==> config.mk <==
export PLATFORM = sky130hd
export DESIGN_NAME = sync_fifo_flags
export DESIGN_NICKNAME = d
export VERILOG_FILES = /design/src/rtl/sync_fifo_flags.sv
export SDC_FILE = /design/constraint.sdc
export NUM_CORES = 1
export LEC_CHECK = 0
export BUFFER_PORTS_ARGS = -buffer_cell sky130_fd_sc_hd__buf_4
export CAP_MARGIN = 20
export CORE_ASPECT_RATIO = 2
export CORE_UTILIZATION = 40
export CTS_CLUSTER_DIAMETER = 100
export CTS_CLUSTER_SIZE = 24
export DETAILED_ROUTE_END_ITERATION = 10
export PLACE_DENSITY_LB_ADDON = 0.12
export SYNTH_ARGS = -nofsm -noshare
export SYNTH_HDL_FRONTEND = slang
export SYNTH_SLANG_ARGS = --single-unit
export TNS_END_PERCENT = 1
==> constraint.sdc <==
create_clock -name clk -period 3.2 [get_ports clk]
set_input_delay 0.32 -clock clk [delete_from_list [all_inputs] [get_ports clk]]
set_output_delay 0.32 -clock clk [all_outputs]
set_load 0.02 [all_outputs]
==> src/rtl/sync_fifo_flags.sv <==
// Single-clock FIFO with occupancy count, almost-full/almost-empty flags and
// overflow/underflow error pulses.
// Optional feature macro: SYNC_FIFO_FWFT_EN selects first-word-fall-through reads;
// when it is undefined, data_out is a register loaded on each accepted read.
module sync_fifo_flags #(
  parameter int unsigned WIDTH         = 8,
  parameter int unsigned ADDR_SIZE     = 4,
  parameter int unsigned AFULL_THRESH  = 12,
  parameter int unsigned AEMPTY_THRESH = 4
) (
  input  logic                 clk,
  input  logic                 rst,
  input  logic                 wr_en,
  input  logic [WIDTH-1:0]     data_in,
  input  logic                 rd_en,
  output logic [WIDTH-1:0]     data_out,
  output logic                 fifo_full,
  output logic                 fifo_empty,
  output logic                 almost_full,
  output logic                 almost_empty,
  output logic [ADDR_SIZE:0]   count,
  output logic                 overflow,
  output logic                 underflow
);

  localparam int unsigned DEPTH = 1 << ADDR_SIZE;
  localparam int unsigned PW    = ADDR_SIZE + 1;

  localparam logic [PW-1:0] AFULL_LVL  = PW'(AFULL_THRESH);
  localparam logic [PW-1:0] AEMPTY_LVL = PW'(AEMPTY_THRESH);

  logic [WIDTH-1:0] mem [DEPTH];

  logic [PW-1:0] wr_ptr_q, wr_ptr_d;
  logic [PW-1:0] rd_ptr_q, rd_ptr_d;
  logic [PW-1:0] count_q,  count_d;
  logic          overflow_q,  overflow_d;
  logic          underflow_q, underflow_d;

  logic          full_c;
  logic          empty_c;
  logic          wr_acc_c;
  logic          rd_acc_c;
  logic [ADDR_SIZE-1:0] rd_idx_c;

  // Status decode from registered pointers; wrap bit distinguishes full from empty
  always_comb begin
    full_c   = (wr_ptr_q[ADDR_SIZE] != rd_ptr_q[ADDR_SIZE]) &&
               (wr_ptr_q[ADDR_SIZE-1:0] == rd_ptr_q[ADDR_SIZE-1:0]);
    empty_c  = (wr_ptr_q == rd_ptr_q);
    wr_acc_c = rst && wr_en && !full_c;
    rd_acc_c = rst && rd_en && !empty_c;
    rd_idx_c = rd_ptr_q[ADDR_SIZE-1:0];
  end

  // Next-state for pointers, occupancy and error pulses
  always_comb begin
    wr_ptr_d    = wr_ptr_q;
    rd_ptr_d    = rd_ptr_q;
    count_d     = count_q;
    overflow_d  = wr_en && full_c;
    underflow_d = rd_en && empty_c;
    if (wr_acc_c) wr_ptr_d = wr_ptr_q + PW'(1);
    if (rd_acc_c) rd_ptr_d = rd_ptr_q + PW'(1);
    if (wr_acc_c && !rd_acc_c) count_d = count_q + PW'(1);
    else if (rd_acc_c && !wr_acc_c) count_d = count_q - PW'(1);
  end

  // State registers with synchronous active-low reset
  always_ff @(posedge clk) begin
    if (!rst) begin
      wr_ptr_q    <= '0;
      rd_ptr_q    <= '0;
      count_q     <= '0;
      overflow_q  <= 1'b0;
      underflow_q <= 1'b0;
    end else begin
      wr_ptr_q    <= wr_ptr_d;
      rd_ptr_q    <= rd_ptr_d;
      count_q     <= count_d;
      overflow_q  <= overflow_d;
      underflow_q <= underflow_d;
    end
  end

  // Storage array; contents are intentionally not reset
  always_ff @(posedge clk) begin
    if (wr_acc_c) mem[wr_ptr_q[ADDR_SIZE-1:0]] <= data_in;
  end

`ifdef SYNC_FIFO_FWFT_EN
  // Head word falls through; forced to zero while empty so reset reads back 0
  always_comb begin
    data_out = empty_c ? '0 : mem[rd_idx_c];
  end
`else
  logic [WIDTH-1:0] dout_q, dout_d;

  // Output register loads the head word on an accepted read, else holds
  always_comb begin
    dout_d = dout_q;
    if (rd_acc_c) dout_d = mem[rd_idx_c];
  end

  // Read data register
  always_ff @(posedge clk) begin
    if (!rst) dout_q <= '0;
    else      dout_q <= dout_d;
  end

  assign data_out = dout_q;
`endif

  // Flags and count derived from registered state
  always_comb begin
    fifo_full    = full_c;
    fifo_empty   = empty_c;
    count        = count_q;
    almost_full  = (count_q >= AFULL_LVL);
    almost_empty = (count_q <= AEMPTY_LVL);
    overflow     = overflow_q;
    underflow    = underflow_q;
  end

endmodule

==> qor.txt <==
status -> completed
DIE WIDTH -> 90.48 um
most used flip-flop cell after synthesis -> edfxtp_1
Leak -> 2.469 nW
register area share after synthesis -> 69.37%
most frequent cells in the layout -> 128 x edfxtp_1, 40 x buf_4, 27 x mux2i_1
Tightest Pin Transition -> 0.7952 ns
input/output buffers -> 30
met1 Use GR -> 17.90%
Yosys warning total -> 0
vias in the first global route -> 3,520
Routed WL -> 13,050 um
# clock sinks -> 153
CTS Buffer Depth -> 2
DRC errors left -> 0
Worst Path Buf+Inv -> 2
CP endpoint kind -> flop
post-synthesis mux area share -> 12.77%
FP Rows -> 64
f_max -> 345.8 MHz
Routed WL per cell -> 20.85 um
Most Used Layer, Global Route -> met2
CP required -> 3.55 ns
Vias -> 3,272
fraction of the mapped netlist area in compound gates -> 5.514%
final period utilization -> 90.38%
GRT Total Usage -> 17.64%
Setup CP Type -> reg2reg
Syn Nets -> 403
most common cell after layout, fill and taps aside -> edfxtp_1
CTS Buf Count -> 17
RSZ-0062 raised after global routing -> false
Die Area -> 0.01619 mm2
fin area -> 0.007267 mm2
starting DRC count in detailed routing -> 163
final setup vio count -> 0
fillers -> 1,334
final hold violation count -> 0
Hold Path Class -> in2reg
Synth Area in XOR/XNOR -> 1.818%
fin crit period -> 2.892 ns
Area growth syn-to-layout -> 16.04%
Mapped Cells -> 380
Seq cells post-synth -> 153
Post-CTS Resized -> 0
headroom to the max-slew limit -> 46.99%
syn_area_per_cell -> 16.48 um2
Synth Area in Simple Gates -> 5.674%
PD cells -> 628.7 mW/mm2
final setup skew -> 0.005156 ns
Netlist Area Pre-Place -> 0.006262 mm2
ordered cell list for the critical path -> xor2_1 -> nor4_4 -> a21oi_2 -> inv_2 -> ha_1 -> inv_1 -> ha_1 -> nor2b_1 -> o21a_1 -> or3_1 -> a21oi_1 -> mux2i_1
CTS clk-pin slew, worst paths -> 0.06 ns
VDD IR-drop max -> 0.3227 mV
Initial Utilization -> 40.94%
Setup crit start kind -> flop
initial antenna violation count -> 0
layout net count -> 438
Chip Height -> 179.0 um
Post-DP Area -> 0.006688 mm2
Adder-Cell Fraction of Synth Area -> 2.318%
slowest CP cell -> dfxtp_1
Critical Path Max Stage Delay -> 0.43 ns
clk root buf -> clkbuf_16
post-route ant nets -> 0
Unique masters post-synth -> 38
met3 usage -> 3.859%
TritonCTS clock tree -> yes
Worst path most repeated cell -> ha_1
largest net degree at the start of global routing -> 48
worst setup margin -> 0.3079 ns
ys async rst share -> 0%
number of max-cap violations -> 0
post-DP HPWL -> 8979 um
max-slew violations -> 0
combinational family with the most area after synthesis -> multiplexers
diode count -> 0
wire length of the first global-routing pass -> 20,240 um
Overflow after GRT -> 0
crit path DAT -> 3.25 ns
TritonRoute pass-1 iters -> 4
Post-CTS Setup Bufs -> 0
fraction of layout cells with a size suffix above 1 -> 24.30%
Final Wtd Congestion -> 0.7124
number of flops mapped to enable cells by yosys -> 128
I/O Pins -> 31
Vias/cell -> 5.227
CP delay by family, top -> simple AND/OR/NAND/NOR gates
htree depth -> 4
pre-CTS setup slack -> 0.3115 ns
clk_lat worst skew -> 0.42 ns
Setup TNS -> 0 ns
Core Box Area -> 0.01529 mm2
Max FO, Critical Path -> 6
met2 Use GR -> 34.60%
CTS Hold Bufs -> 0
Yosys cell counts, types with 2 or more instances:
library cell    n  share of area (%)
o211ai_1        3               0.36
a22oi_1         3               0.36
a31oi_1         8               0.80
buf_2          10               0.80
a221oi_1        8                1.1
mux2i_1        27                4.3
edfxtp_1      128                 61
mux4_2         21                7.6
xor2_1          9                1.3
buf_4           3               0.36
dfxtp_1        25                8.0
buf_6           2               0.36
and2_1         11                1.1
clkbuf_1        9               0.54
nor2_1          2               0.12
ha_1           10                2.0
a21oi_2         2               0.28
nand2_1        24                1.4
and3_1         16                1.6
inv_1           7               0.42
nor3_1          2               0.16
o21ai_0        12               0.96
mux2_2          5               0.90
nor2b_1         4               0.40
a21oi_1        11               0.88
xnor2_1         4               0.56
o21a_1          2               0.24
o21ai_1         2               0.16
through the flow:
stage,std cells,util (%),power (mW),hold WS [ns]
after floorplan,380,-,2.507,0.4189
after global routing,626,47.51,4.732,0.1704
final,626,47.51,4.569,0.1671
after CTS,626,47.51,4.619,0.1486
after global placement,594,43.73,2.657,0.5054
after detailed placement,594,43.73,2.667,0.5086
kinds of logic after synthesis:
family | after synthesis
compound gates | 53
xor+xnor | 13
fa+ha+maj | 11
buf+inv | 32
flops | 153
mux | 53
simple gates | 65
cell type report:
cell class	count	area (um2)	area share [%]
timing repair buffer	40	300.3	4.132
inverter	8	30.03	0.4132
clock buffer	18	429.2	5.906
clock inverter	14	150.1	2.066
sequential	153	4347	59.81
tap	198	247.7	3.409
multi-input combinational	195	1763	24.26
metal layers:
layer  part of all wire, %  up-vias
li1                      -     1540
met1                    36     1670
met2                    60       48
met3                   2.3       14
met4                   1.4        0
met5                     0        -
state kept, by name (all words and copies together), names as in the netlist:
signal	cells
underflow	1
overflow	1
data_out	8
wr_ptr_q	5
mem	128
count	5
rd_ptr_q	5
report_power, final:
group	total (mW)	switching [mW]	internal, mW
registers	2.23	0.0338	2.20
clock network	1.95	0.803	1.15
logic	0.383	0.218	0.165
path summary, 6_finish.rpt:
check / start / slack, ns / depth (start not counted) / end
hold reg to reg: data_out[6]$_SDFFE_PN0P_ / 0.51 / 2 / data_out[6]$_SDFFE_PN0P_
setup / recovery: wr_ptr_q[1]$_SDFFE_PN0P_ / 0.31 / 12 / count[4]$_SDFFE_PN0P_
setup reg to reg: wr_ptr_q[1]$_SDFFE_PN0P_ / 0.31 / 12 / count[4]$_SDFFE_PN0P_
hold / removal: wr_en / 0.17 / 2 / overflow$_SDFF_PN0_
worst register-to-register path, delay by kind of cell, from the launching register on:
| kind | cells | cell delay, ns |
|---|---|---|
| flops | 1 | 0.43 |
| simple gates | 3 | 0.85 |
| buf+inv | 2 | 0.18 |
| compound gates | 3 | 0.49 |
| xor+xnor | 1 | 0.14 |
| fa+ha+maj | 2 | 0.54 |
| mux | 1 | 0.19 |
Power figures use the tool's default switching activity.
